File: src/rtl/cnn_ds_pkg.sv
// rtl/cnn_ds_pkg.sv - shared types and geometry helpers for the frame downscaler
package cnn_ds_pkg;

  typedef enum logic [1:0] {
    MODE_AVG = 2'd0,
    MODE_MAX = 2'd1,
    MODE_BIN = 2'd2,
    MODE_RSV = 2'd3
  } ds_mode_e;

  typedef enum logic {
    ST_IDLE = 1'b0,
    ST_RUN  = 1'b1
  } ds_state_e;

  // Lane must hold the sum of a full block without overflow.
  function automatic int acc_width(input int pix_w, input int blk_w, input int blk_h);
    return pix_w + $clog2(blk_w * blk_h);
  endfunction

  function automatic int window_offset(input int full, input int count, input int blk);
    return (full - count * blk) / 2;
  endfunction

endpackage

File: src/rtl/cnn_frame_downscaler_reduce.sv
// rtl/cnn_frame_downscaler_reduce.sv - combinational block finalizer (avg / max / binarised avg)
module ds_block_reduce
  import cnn_ds_pkg::*;
#(
  parameter int PIX_W = 8,
  parameter int ACC_W = 14,
  parameter int LOG_N = 6
) (
  input  logic [ACC_W-1:0] lane_i,
  input  logic             first_i,
  input  logic [PIX_W-1:0] pix_i,
  input  ds_mode_e         mode_i,
  input  logic [PIX_W-1:0] thr_i,
  output logic [PIX_W-1:0] res_o
);

  localparam int SW = ACC_W + 1;
  localparam logic [SW-1:0] HALF = SW'((1 << LOG_N) >> 1);
  localparam logic [SW-1:0] PIX_MAX = SW'({PIX_W{1'b1}});

  logic [SW-1:0]    sum_w;
  logic [SW-1:0]    avg_w;
  logic [PIX_W-1:0] avg_pix_w;
  logic [PIX_W-1:0] max_w;

  // The completing pixel is folded in here; the lane holds everything before it.
  assign sum_w     = first_i ? SW'(pix_i) : ({1'b0, lane_i} + SW'(pix_i));
  assign avg_w     = (sum_w + HALF) >> LOG_N;
  assign avg_pix_w = (avg_w > PIX_MAX) ? '1 : avg_w[PIX_W-1:0];
  assign max_w     = (first_i || pix_i > lane_i[PIX_W-1:0]) ? pix_i : lane_i[PIX_W-1:0];

  always_comb begin
    res_o = avg_pix_w;
    case (mode_i)
      MODE_MAX: res_o = max_w;
      MODE_BIN: res_o = (avg_pix_w >= thr_i) ? '1 : '0;
      default:  res_o = avg_pix_w;
    endcase
  end

endmodule

File: src/rtl/cnn_frame_downscaler.sv
// rtl/cnn_frame_downscaler.sv - streaming centred-window downscaler with display overlay
module cnn_frame_downscaler
  import cnn_ds_pkg::*;
#(
  parameter int WIDTH     = 640,
  parameter int HEIGHT    = 480,
  parameter int BLK_W     = 8,
  parameter int BLK_H     = 8,
  parameter int OUT_W     = 28,
  parameter int OUT_H     = 28,
  parameter int PIX_W     = 8,
  parameter int LN_BASE   = 66,
  parameter int LN_STRIDE = 32,
  parameter int LN_AW     = 10
) (
  input  logic             clk25,
  input  logic             rst_n,
  input  logic             pix_valid,
  input  logic             pix_sof,
  input  logic [PIX_W-1:0] pix_data,
  input  logic             enable,
  input  logic [1:0]       mode,
  input  logic [PIX_W-1:0] bin_thr,
  input  logic             border_en,
  output logic             disp_we,
  output logic [18:0]      disp_addr,
  output logic [PIX_W-1:0] disp_data,
  output logic             ln_we,
  output logic [LN_AW-1:0] ln_addr,
  output logic [PIX_W-1:0] ln_data,
  output logic             data_ready,
  output logic             frame_err
);

  localparam int ACC_W = acc_width(PIX_W, BLK_W, BLK_H);
  localparam int LOG_N = $clog2(BLK_W * BLK_H);
  localparam int LEFT  = window_offset(WIDTH, OUT_W, BLK_W);
  localparam int TOP   = window_offset(HEIGHT, OUT_H, BLK_H);
  localparam int XW    = $clog2(WIDTH);
  localparam int YW    = $clog2(HEIGHT);
  localparam int BXW   = (OUT_W > 1) ? $clog2(OUT_W) : 1;
  localparam int BYW   = (OUT_H > 1) ? $clog2(OUT_H) : 1;

  localparam logic [XW-1:0] X_LAST = XW'(WIDTH - 1);
  localparam logic [YW-1:0] Y_LAST = YW'(HEIGHT - 1);
  localparam logic [XW-1:0] WIN_X0 = XW'(LEFT);
  localparam logic [XW-1:0] WIN_X1 = XW'(LEFT + OUT_W * BLK_W - 1);
  localparam logic [YW-1:0] WIN_Y0 = YW'(TOP);
  localparam logic [YW-1:0] WIN_Y1 = YW'(TOP + OUT_H * BLK_H - 1);
  localparam logic [XW-1:0] BW_X   = XW'(BLK_W);
  localparam logic [YW-1:0] BH_Y   = YW'(BLK_H);

  if (OUT_W * BLK_W > WIDTH) begin : g_chk_w
    $error("cnn_frame_downscaler: OUT_W*BLK_W exceeds WIDTH");
  end
  if (OUT_H * BLK_H > HEIGHT) begin : g_chk_h
    $error("cnn_frame_downscaler: OUT_H*BLK_H exceeds HEIGHT");
  end
  if (((BLK_W * BLK_H) & (BLK_W * BLK_H - 1)) != 0) begin : g_chk_n
    $error("cnn_frame_downscaler: BLK_W*BLK_H must be a power of two");
  end

  ds_state_e        state_q, state_d;
  logic [XW-1:0]    x_q, x_d;
  logic [YW-1:0]    y_q, y_d;
  logic             en_q, en_d;
  ds_mode_e         mode_q, mode_d;
  logic [PIX_W-1:0] thr_q, thr_d;
  logic [ACC_W-1:0] lane_q [OUT_W];

  logic             disp_we_q, disp_we_d;
  logic [18:0]      disp_addr_q, disp_addr_d;
  logic [PIX_W-1:0] disp_data_q, disp_data_d;
  logic             ln_we_q, ln_we_d;
  logic [LN_AW-1:0] ln_addr_q, ln_addr_d;
  logic [PIX_W-1:0] ln_data_q, ln_data_d;
  logic             ready_q, ready_d;
  logic             err_q, err_d;

  logic             start, accept, in_win, on_border, blk_first, blk_last, lane_we;
  logic [XW-1:0]    cur_x, rx;
  logic [YW-1:0]    cur_y, ry;
  logic [BXW-1:0]   bx;
  logic [BYW-1:0]   by;
  logic             eff_en;
  ds_mode_e         eff_mode;
  logic [PIX_W-1:0] eff_thr, red_pix;
  logic [ACC_W-1:0] lane_rd, lane_d;

  // An SOF pixel is always pixel (0,0) and carries its own configuration.
  assign start    = pix_valid && pix_sof;
  assign accept   = pix_valid && (pix_sof || state_q == ST_RUN);
  assign cur_x    = start ? '0 : x_q;
  assign cur_y    = start ? '0 : y_q;
  assign eff_en   = start ? enable : en_q;
  assign eff_mode = start ? ds_mode_e'(mode) : mode_q;
  assign eff_thr  = start ? bin_thr : thr_q;

  assign in_win    = (cur_x >= WIN_X0) && (cur_x <= WIN_X1) && (cur_y >= WIN_Y0) && (cur_y <= WIN_Y1);
  assign on_border = in_win && (cur_x == WIN_X0 || cur_x == WIN_X1 || cur_y == WIN_Y0 || cur_y == WIN_Y1);
  assign rx        = cur_x - WIN_X0;
  assign ry        = cur_y - WIN_Y0;
  assign bx        = BXW'(rx / BW_X);
  assign by        = BYW'(ry / BH_Y);
  assign blk_first = ((rx % BW_X) == '0) && ((ry % BH_Y) == '0);
  assign blk_last  = in_win && ((rx % BW_X) == BW_X - XW'(1)) && ((ry % BH_Y) == BH_Y - YW'(1));
  assign lane_we   = accept && in_win;

  assign lane_rd = lane_q[bx];
  always_comb begin
    lane_d = lane_rd + ACC_W'(pix_data);
    if (blk_first) begin
      lane_d = ACC_W'(pix_data);
    end else if (eff_mode == MODE_MAX) begin
      lane_d = (pix_data > lane_rd[PIX_W-1:0]) ? ACC_W'(pix_data) : lane_rd;
    end
  end

  ds_block_reduce #(
    .PIX_W (PIX_W),
    .ACC_W (ACC_W),
    .LOG_N (LOG_N)
  ) u_reduce (
    .lane_i  (lane_rd),
    .first_i (blk_first),
    .pix_i   (pix_data),
    .mode_i  (eff_mode),
    .thr_i   (eff_thr),
    .res_o   (red_pix)
  );

  always_comb begin
    state_d     = state_q;
    x_d         = x_q;
    y_d         = y_q;
    en_d        = en_q;
    mode_d      = mode_q;
    thr_d       = thr_q;
    disp_we_d   = 1'b0;
    disp_addr_d = disp_addr_q;
    disp_data_d = disp_data_q;
    ln_we_d     = 1'b0;
    ln_addr_d   = ln_addr_q;
    ln_data_d   = ln_data_q;
    ready_d     = 1'b0;
    err_d       = 1'b0;
    if (accept) begin
      state_d     = ST_RUN;
      disp_we_d   = 1'b1;
      disp_addr_d = 19'(cur_y) * 19'(WIDTH) + 19'(cur_x);
      disp_data_d = (border_en && eff_en && on_border) ? '1 : pix_data;
      if (eff_en && blk_last) begin
        ln_we_d   = 1'b1;
        ln_addr_d = LN_AW'(LN_BASE) + LN_AW'(bx) + LN_AW'(LN_STRIDE) * LN_AW'(by);
        ln_data_d = red_pix;
        ready_d   = (bx == BXW'(OUT_W - 1)) && (by == BYW'(OUT_H - 1));
      end
      if (cur_x == X_LAST) begin
        x_d = '0;
        y_d = cur_y + YW'(1);
      end else begin
        x_d = cur_x + XW'(1);
        y_d = cur_y;
      end
      if (cur_x == X_LAST && cur_y == Y_LAST) begin
        state_d = ST_IDLE;
        x_d     = '0;
        y_d     = '0;
      end
      if (start) begin
        en_d   = enable;
        mode_d = ds_mode_e'(mode);
        thr_d  = bin_thr;
        err_d  = (state_q == ST_RUN);
      end
    end
  end

  always_ff @(posedge clk25 or negedge rst_n) begin
    if (!rst_n) begin
      state_q     <= ST_IDLE;
      x_q         <= '0;
      y_q         <= '0;
      en_q        <= 1'b0;
      mode_q      <= MODE_AVG;
      thr_q       <= '0;
      disp_we_q   <= 1'b0;
      disp_addr_q <= '0;
      disp_data_q <= '0;
      ln_we_q     <= 1'b0;
      ln_addr_q   <= '0;
      ln_data_q   <= '0;
      ready_q     <= 1'b0;
      err_q       <= 1'b0;
    end else begin
      state_q     <= state_d;
      x_q         <= x_d;
      y_q         <= y_d;
      en_q        <= en_d;
      mode_q      <= mode_d;
      thr_q       <= thr_d;
      disp_we_q   <= disp_we_d;
      disp_addr_q <= disp_addr_d;
      disp_data_q <= disp_data_d;
      ln_we_q     <= ln_we_d;
      ln_addr_q   <= ln_addr_d;
      ln_data_q   <= ln_data_d;
      ready_q     <= ready_d;
      err_q       <= err_d;
    end
  end

  // A new SOF discards any partial blocks of an aborted frame.
  always_ff @(posedge clk25 or negedge rst_n) begin
    if (!rst_n) begin
      for (int i = 0; i < OUT_W; i++) lane_q[i] <= '0;
    end else begin
      if (start) begin
        for (int i = 0; i < OUT_W; i++) lane_q[i] <= '0;
      end
      if (lane_we) lane_q[bx] <= lane_d;
    end
  end

  assign disp_we    = disp_we_q;
  assign disp_addr  = disp_addr_q;
  assign disp_data  = disp_data_q;
  assign ln_we      = ln_we_q;
  assign ln_addr    = ln_addr_q;
  assign ln_data    = ln_data_q;
  assign data_ready = ready_q;
  assign frame_err  = err_q;

endmodule

File: config.mk
export PLATFORM = sky130hd
export DESIGN_NAME = cnn_frame_downscaler
export DESIGN_NICKNAME = d
export VERILOG_FILES = /design/src/rtl/cnn_ds_pkg.sv /design/src/rtl/cnn_frame_downscaler_reduce.sv /design/src/rtl/cnn_frame_downscaler.sv
export SDC_FILE = /design/constraint.sdc
export NUM_CORES = 1
export LEC_CHECK = 0
export ABC_AREA = 1
export ABC_CLOCK_PERIOD_IN_PS = 5500
export CAP_MARGIN = 15
export CORE_MARGIN = 2
export CORE_UTILIZATION = 56
export DETAILED_ROUTE_END_ITERATION = 8
export GPL_ROUTABILITY_DRIVEN = 0
export PLACE_DENSITY = 0.79
export SLEW_MARGIN = 40
export SYNTH_ARGS = -nofsm -noshare
export SYNTH_HDL_FRONTEND = slang
export SYNTH_SLANG_ARGS = --single-unit
File: constraint.sdc
create_clock -name clk25 -period 5.5 [get_ports clk25]
set_input_delay 1.1 -clock clk25 [delete_from_list [all_inputs] [get_ports clk25]]
set_output_delay 1.1 -clock clk25 [all_outputs]
set_load 0.01 [all_outputs]
==> results of run 1 <==
flip-flops by register name (all words and copies together) (netlist names):
register    flops
disp_data       8
mode_q          2
disp_we         1
frame_err       1
ln_data         8
lane_q        392
en_q            1
y_q             9
data_ready      1
thr_q           8
ln_addr        10
state_q         1
x_q            10
disp_addr      19
ln_we           1
cell families after synthesis:
| group | share of synthesized area (%) |
|---|---|
| adders and majority gates | 2.91 |
| xor gates and xnor gates | 0.935 |
| and+or+nand+nor | 27.2 |
| DFF | 46.7 |
| buffers and inverters | 8.18 |
| AOI/OAI and AO/OA | 14.1 |
worst reg2reg max path: cells and delay by family, from the launching register on:
kind / cells / cell delay (ns)
AO/OA/AOI/OAI: 11 / 1.56
flip-flops: 1 / 0.44
adder cells (fa/ha/maj): 2 / 0.62
AND/OR/NAND/NOR: 20 / 2.04
buffers and inverters: 8 / 0.97
layout make-up:
type / instances / area [um^2]
clock inverters: 31 / 312
clock buffers: 61 / 1390
repair buffers: 387 / 3620
inverters: 262 / 991
fillers: 3246 / 13600
well taps: 592 / 741
multi-input cells: 2198 / 12000
flip-flops and latches: 472 / 11800
through the flow:
stage	util [%]	setup TNS, ns	setup slack [ns]	hold slack, ns
final	69.5	-2.93	-0.398	0.379
after detailed placement	63.5	-107.44	-1.60	0.465
after CTS	69.2	-0.183	-0.0499	0.480
after floorplan	-	-2.62	-0.337	0.444
after global routing	69.5	-5.16	-0.679	0.395
after global placement	63.5	-76.86	-1.36	0.466
path summary, 6_finish.rpt:
path | startpoint | to | slack [ns]
min in group clk25 | thr_q[0] | thr_q[0] | 0.48
max in group asynchronous | rst_n | lane_q[340] | 3.71
worst max register to register | x_q[4] | ln_data[7] | -0.24
worst max-delay path | pix_valid | ln_data[7] | -0.40
worst min-delay path | rst_n | disp_addr[16] | 0.38
worst min register to register | thr_q[0] | thr_q[0] | 0.48
synthesized netlist by cell type, types with 20 or more instances:
| library cell | instances |
|---|---|
| nor2_1 | 220 |
| buf_2 | 67 |
| dfrtp_1 | 472 |
| o22ai_1 | 85 |
| nand2_1 | 568 |
| ha_1 | 54 |
| nor3_1 | 27 |
| nand3_1 | 516 |
| inv_1 | 242 |
| a21oi_1 | 51 |
| nand4_1 | 29 |
| xor2_1 | 20 |
| nand2_2 | 25 |
| clkbuf_1 | 99 |
| or2_2 | 26 |
| o21ai_1 | 108 |
| buf_4 | 24 |
| o21ai_0 | 299 |
timing repair:
| action | CTS | global route |
|---|---|---|
| gates cloned | 4 | 0 |
| resized for setup | 126 | 16 |
| pin swaps | 48 | 13 |
| setup buffers | 31 | 4 |
| setup endpoints to repair | 8 | 8 |
metal layers:
| metal | GRT usage, % | share of wire [%] |
|---|---|---|
| met4 | 21.2 | 6.4 |
| met3 | 10.3 | 12 |
| met2 | 55.7 | 45 |
| met5 | 0 | 0 |
| met1 | 45.4 | 36 |
power by group through the flow:
stage          Clock [mW]  Sequential [mW]  Combinational, mW
2_1_floorplan           0             3.63               2.25
3_3_place_gp            0             3.63               4.30
3_5_place_dp            0             3.63               4.39
4_1_cts              3.55             3.56               4.68
5_1_grt              3.69             3.57               5.21
6_report             3.54             3.56               4.96
==> impl_metrics.csv, run 1 <==
group,metric,value,unit
power,p_leak,14.8,nW
route,dr.first_iter.drc_count,3609,
clock_network,cts.path.max_buffers,3,
final_layout,syn2layout_area_growth,22.1,%
global_routing,grt_pass1_vias,24900,
global_routing,globalRoute.totalOverflow,0,
worst_setup_path,path_class,"input port to flip-flop",
worst_setup_path,path_common_cell,"nand2_1",
sta,fin_skew,0.0159,ns
power,p_seq_share,29.5,%
route,vias,25000,
worst_setup_path,cpPeakStageDelay,0.32,ns
power,internal_power,7.43,mW
floorplanning,core,44400,um^2
sta,period_share,107,%
floorplanning,design.die.area,46900,um^2
worst_setup_path,worstPathRequired,5.99,ns
synth,yosysUniqueCellTypes,67,
synth,yosysTopAreaCell,"dfrtp_1",
placed_design,port_buffers,72,
clock_network,cts_htree_levels,2,
placed_design,hpwl,55.0,mm
sta,min_period,5.90,ns
power,comb_power_share,41.1,%
final_layout,final_common_cell,"nand2_1",
power,ir_drop,294,uV
synth,synth_edf_count,0,
synth,synth-seq-cells,472,
floorplanning,rows,77,
floorplanning,initial_core_util,56.9,%
sta,fmax,170,MHz
sta,finalSetupViolCount,8,
worst_setup_path,critPathArrivalTime,6.39,ns
power,power,12.1,mW
worst_setup_path,worst_setup_path_end_kind,"flip-flop",
final_layout,final_cell_count_no_fill,4003,
worst_setup_path,crit_path_start_kind,"input port",
final_layout,fin_nets,3452,
clock_network,cts.sink_count,472,
synth,ys.flop_type,"dfrtp_1",
clock_network,clk_latency,0.61,ns
clock_network,cts_tree,"done",
route,routedWlPerCell,21.0,um
worst_setup_path,crit_cells,43,
worst_setup_path,crit_buf_inv,8,
synth,synthesis.area,25300,um^2
clock_network,cts_made_buffers,50,
clock_network,clk_pin_slew,0.06,ns
floorplanning,pin_count,73,
synth,yosys-top-cells-area,"dfrtp_1 (47%), nand3_1 (10%), nand2_1 (8.4%), o21ai_0 (5.9%), inv_1 (3.6%)",
synth,synth-async-reset-ratio,100,%
sta,hold_viol,0,
final_layout,drive_gt1_share,18.5,%
run,cap_violations,0,
synth,yosysSeqAreaShare,46.7,%
route,drt_wl_total,84.2,mm
placed_design,dp_cells,3871,
worst_setup_path,slowest_stage,"ha_4",
global_routing,antenna_found_initial,0,
sta,fin_ws,-0.398,ns
power,cellPowerDensity,391,nW/um^2
route,drc_errors,0,
global_routing,grt.total_usage,36.1,%
sta,slew_headroom,40.1,%
synth,synth_nets,3229,
synth,netlist_instances,3148,
clock_network,cts_root_buf,"clkbuf_16",
power,p_switching,4.63,mW
final_layout,final_cell_mix,"nand2_1 (545), nand3_1 (512), dfrtp_1 (471)",
floorplanning,die_w,216,um
worst_setup_path,rr_worst_depth,41,
sta,rsz0062_at_grt,"yes",
worst_setup_path,path_delay_family,"simple AND/OR/NAND/NOR gates",
status,status,"finished, violations left",
route,drt.antenna.violating_nets,0,
sta,worst_pin_slew,0.898,ns
route,via_per_inst,6.25,
global_routing,grt_pass1_wl,134,mm
power,switching_share,38.4,%
power,p_clk_share,29.3,%
worst_setup_path,cp_max_fo,8,
synth,synth_top_cell_area_share,46.7,%
floorplanning,die-height,216,um
clock_network,cts_hold_buf,0,
synth,ys_warn_count,0,
global_routing,grt_max_degree,116,
placed_design,place_area,28200,um^2
sta,slew_violations,0,
worst_hold_path,min_path_type,"input port to asynchronous set/reset pin",
status,violations,"negative setup slack",
route,dr.pass1.iters,9,
synth,syn_area_per_cell,8.03,um^2
final_layout,diodes,0,
final_layout,design_area,30900,um^2
Note: power is estimated with default switching activity, not from simulation.
==> run 2, diff against run 1 <==
--- a/config.mk
+++ b/config.mk
@@ -13,7 +13,7 @@
 export DETAILED_ROUTE_END_ITERATION = 8
 export GPL_ROUTABILITY_DRIVEN = 0
 export PLACE_DENSITY = 0.79
-export SLEW_MARGIN = 40
+export SLEW_MARGIN = 20
 export SYNTH_ARGS = -nofsm -noshare
 export SYNTH_HDL_FRONTEND = slang
 export SYNTH_SLANG_ARGS = --single-unit
==> impl_metrics.csv, run 2 (synthesis gave the netlist of run 1 again) <==
group,metric,value,unit
status,status,"finished, violations left",
status,violations,"negative setup slack",
floorplanning,die_w,216,um
power,comb_power_share,41.6,%
clock_network,cts.sink_count,472,
final_layout,final_cell_mix,"nand2_1 (542), nand3_1 (508), dfrtp_1 (471)",
sta,fin_ws,-0.529,ns
route,dr.pass1.iters,9,
worst_setup_path,path_class,"input port to flip-flop",
route,drt.antenna.violating_nets,0,
worst_setup_path,worst_setup_path_end_kind,"flip-flop",
sta,worst_pin_slew,0.957,ns
sta,rsz0062_at_grt,"yes",
worst_setup_path,worstPathRequired,5.99,ns
route,routedWlPerCell,21.4,um
floorplanning,die-height,216,um
final_layout,syn2layout_area_growth,23.3,%
sta,min_period,6.03,ns
final_layout,final_common_cell,"nand2_1",
worst_hold_path,min_path_type,"flip-flop to flip-flop",
final_layout,drive_gt1_share,19.4,%
final_layout,diodes,0,
global_routing,antenna_found_initial,1,
floorplanning,pin_count,73,
floorplanning,initial_core_util,56.9,%
final_layout,nFillCells,3200,
clock_network,cts_tree,"done",
run,cap_violations,0,
power,p_leak,14.9,nW
worst_setup_path,crit_path_start_kind,"input port",
route,dr.first_iter.drc_count,3729,
placed_design,place_ws,-1.58,ns
final_layout,layout.area.seq,11800,um^2
clock_network,cts_root_buf,"clkbuf_16",
clock_network,clk_pin_slew,0.06,ns
clock_network,cts.path.max_buffers,3,
final_layout,regMostFlops,"lane_q",
route,drt_wl_total,85.9,mm
worst_hold_path,hp-start,"thr_q[0]",
worst_setup_path,cp_max_fo,9,
sta,slew_violations,0,
worst_setup_path,path_common_cell,"nand2_1",
clock_network,clk_latency,0.62,ns
sta,fin_skew,0.0237,ns
power,internal_power,7.66,mW
sta,period_share,110,%
sta,slew_headroom,36.2,%
worst_setup_path,critPathLaunch,"pix_valid",
global_routing,globalRoute.totalOverflow,0,
power,switching_share,38.3,%
power,p_switching,4.75,mW
power,p_clk_share,29.7,%
power,cellPowerDensity,398,nW/um^2
sta,fmax,166,MHz
floorplanning,design.die.area,46900,um^2
clock_network,cts_htree_levels,2,
power,p_seq_share,28.7,%
sta,finalSetupViolCount,8,
route,drc_errors,0,
power,ir_drop,295,uV
global_routing,grt.total_usage,35.9,%
global_routing,grt_pass1_vias,24900,
worst_setup_path,cpPeakStageDelay,0.31,ns
route,via_per_inst,6.29,
floorplanning,rows,77,
route,vias,25300,
global_routing,grt_pass1_wl,134,mm
global_routing,grt_max_degree,116,
placed_design,hpwl,54.9,mm
placed_design,port_buffers,72,
worst_setup_path,critPathArrivalTime,6.52,ns
worst_setup_path,r2r-start,"x_q[4]",
worst_setup_path,rr_worst_depth,41,
sta,tns,-4.10,ns
floorplanning,core,44400,um^2
sta,hold_viol,0,
worst_hold_path,whs_path_depth,2,
clock_network,cts_hold_buf,0,
final_layout,fin_nets,3467,
final_layout,largest_reg_flops,392,
worst_setup_path,slowest_stage,"a31oi_2",
final_layout,multi_input_area,12100,um^2
worst_setup_path,r2r_setup_slack,-0.28,ns
clock_network,cts_made_buffers,50,
run 2: cell types whose count changed in the layout (fill, tap and decap cells not counted), sizes merged:
cell / previous run / this run
clkinv: 17 / 16
clkinvlp: 8 / 3
inv: 263 / 262
bufinv: 5 / 7
buf: 318 / 333
clkbuf: 61 / 67
run 2: power groups by stage:
stage / sequential [mW] / combinational [mW] / clock, mW
2_1_floorplan: 3.63 / 2.25 / 0
3_5_place_dp: 3.63 / 4.38 / 0
3_3_place_gp: 3.63 / 4.30 / 0
4_1_cts: 3.56 / 4.70 / 3.68
6_report: 3.56 / 5.16 / 3.68
5_1_grt: 3.57 / 5.35 / 3.82
run 2: worst paths after layout:
kind / to
max: ln_data[7]
min: thr_q[0]
max reg2reg: ln_data[7]
min reg2reg: thr_q[0]
max in group asynchronous: lane_q[302]
min in group asynchronous: ln_addr[9]
run 2: repair_timing:
action | CTS | global route
resized for setup | 134 | 39
setup endpoints to repair | 8 | 8
setup buffers | 40 | 11
pin swaps | 69 | 61
gates cloned | 4 | 0
run 2: cell type report:
| cell class | count | share of cell area (%) |
|---|---|---|
| Clock inverter | 26 | 1.05 |
| Clock buffer | 67 | 4.70 |
| Timing Repair Buffer | 402 | 11.9 |
| Sequential cell | 472 | 37.9 |
| Multi-Input combinational cell | 2198 | 38.9 |
| Tap cell | 592 | 2.38 |
| Inverter | 262 | 3.20 |
run 2: layer usage:
metal	part of all wire, %	GRT usage (%)	up-vias
met1	37	46.0	12000
li1	-	-	11100
met3	12	8.77	428
met2	45	55.9	1812
met5	0.071	0.729	-
met4	6.2	20.1	4
run 2: metrics by stage:
step                std cells  area (um^2)  hold slack [ns]  utilization (%)  total power [mW]
floorplan                3148        25500            0.444                -              5.87
global placement         3871        28200            0.466             63.5              7.92
detailed placement       3871        28200            0.460             63.5              8.01
CTS                      4007        30900            0.477             69.6              11.9
global route             4019        31200            0.504             70.2              12.7
finish                   4019        31200            0.479             70.2              12.4
run 2: worst max-delay path: cells and delay by family:
family	cells	cell delay [ns]
AO/OA/AOI/OAI	9	1.39
adder cells (fa/ha/maj)	2	0.46
buffers and inverters	7	0.87
AND/OR/NAND/NOR	26	2.67
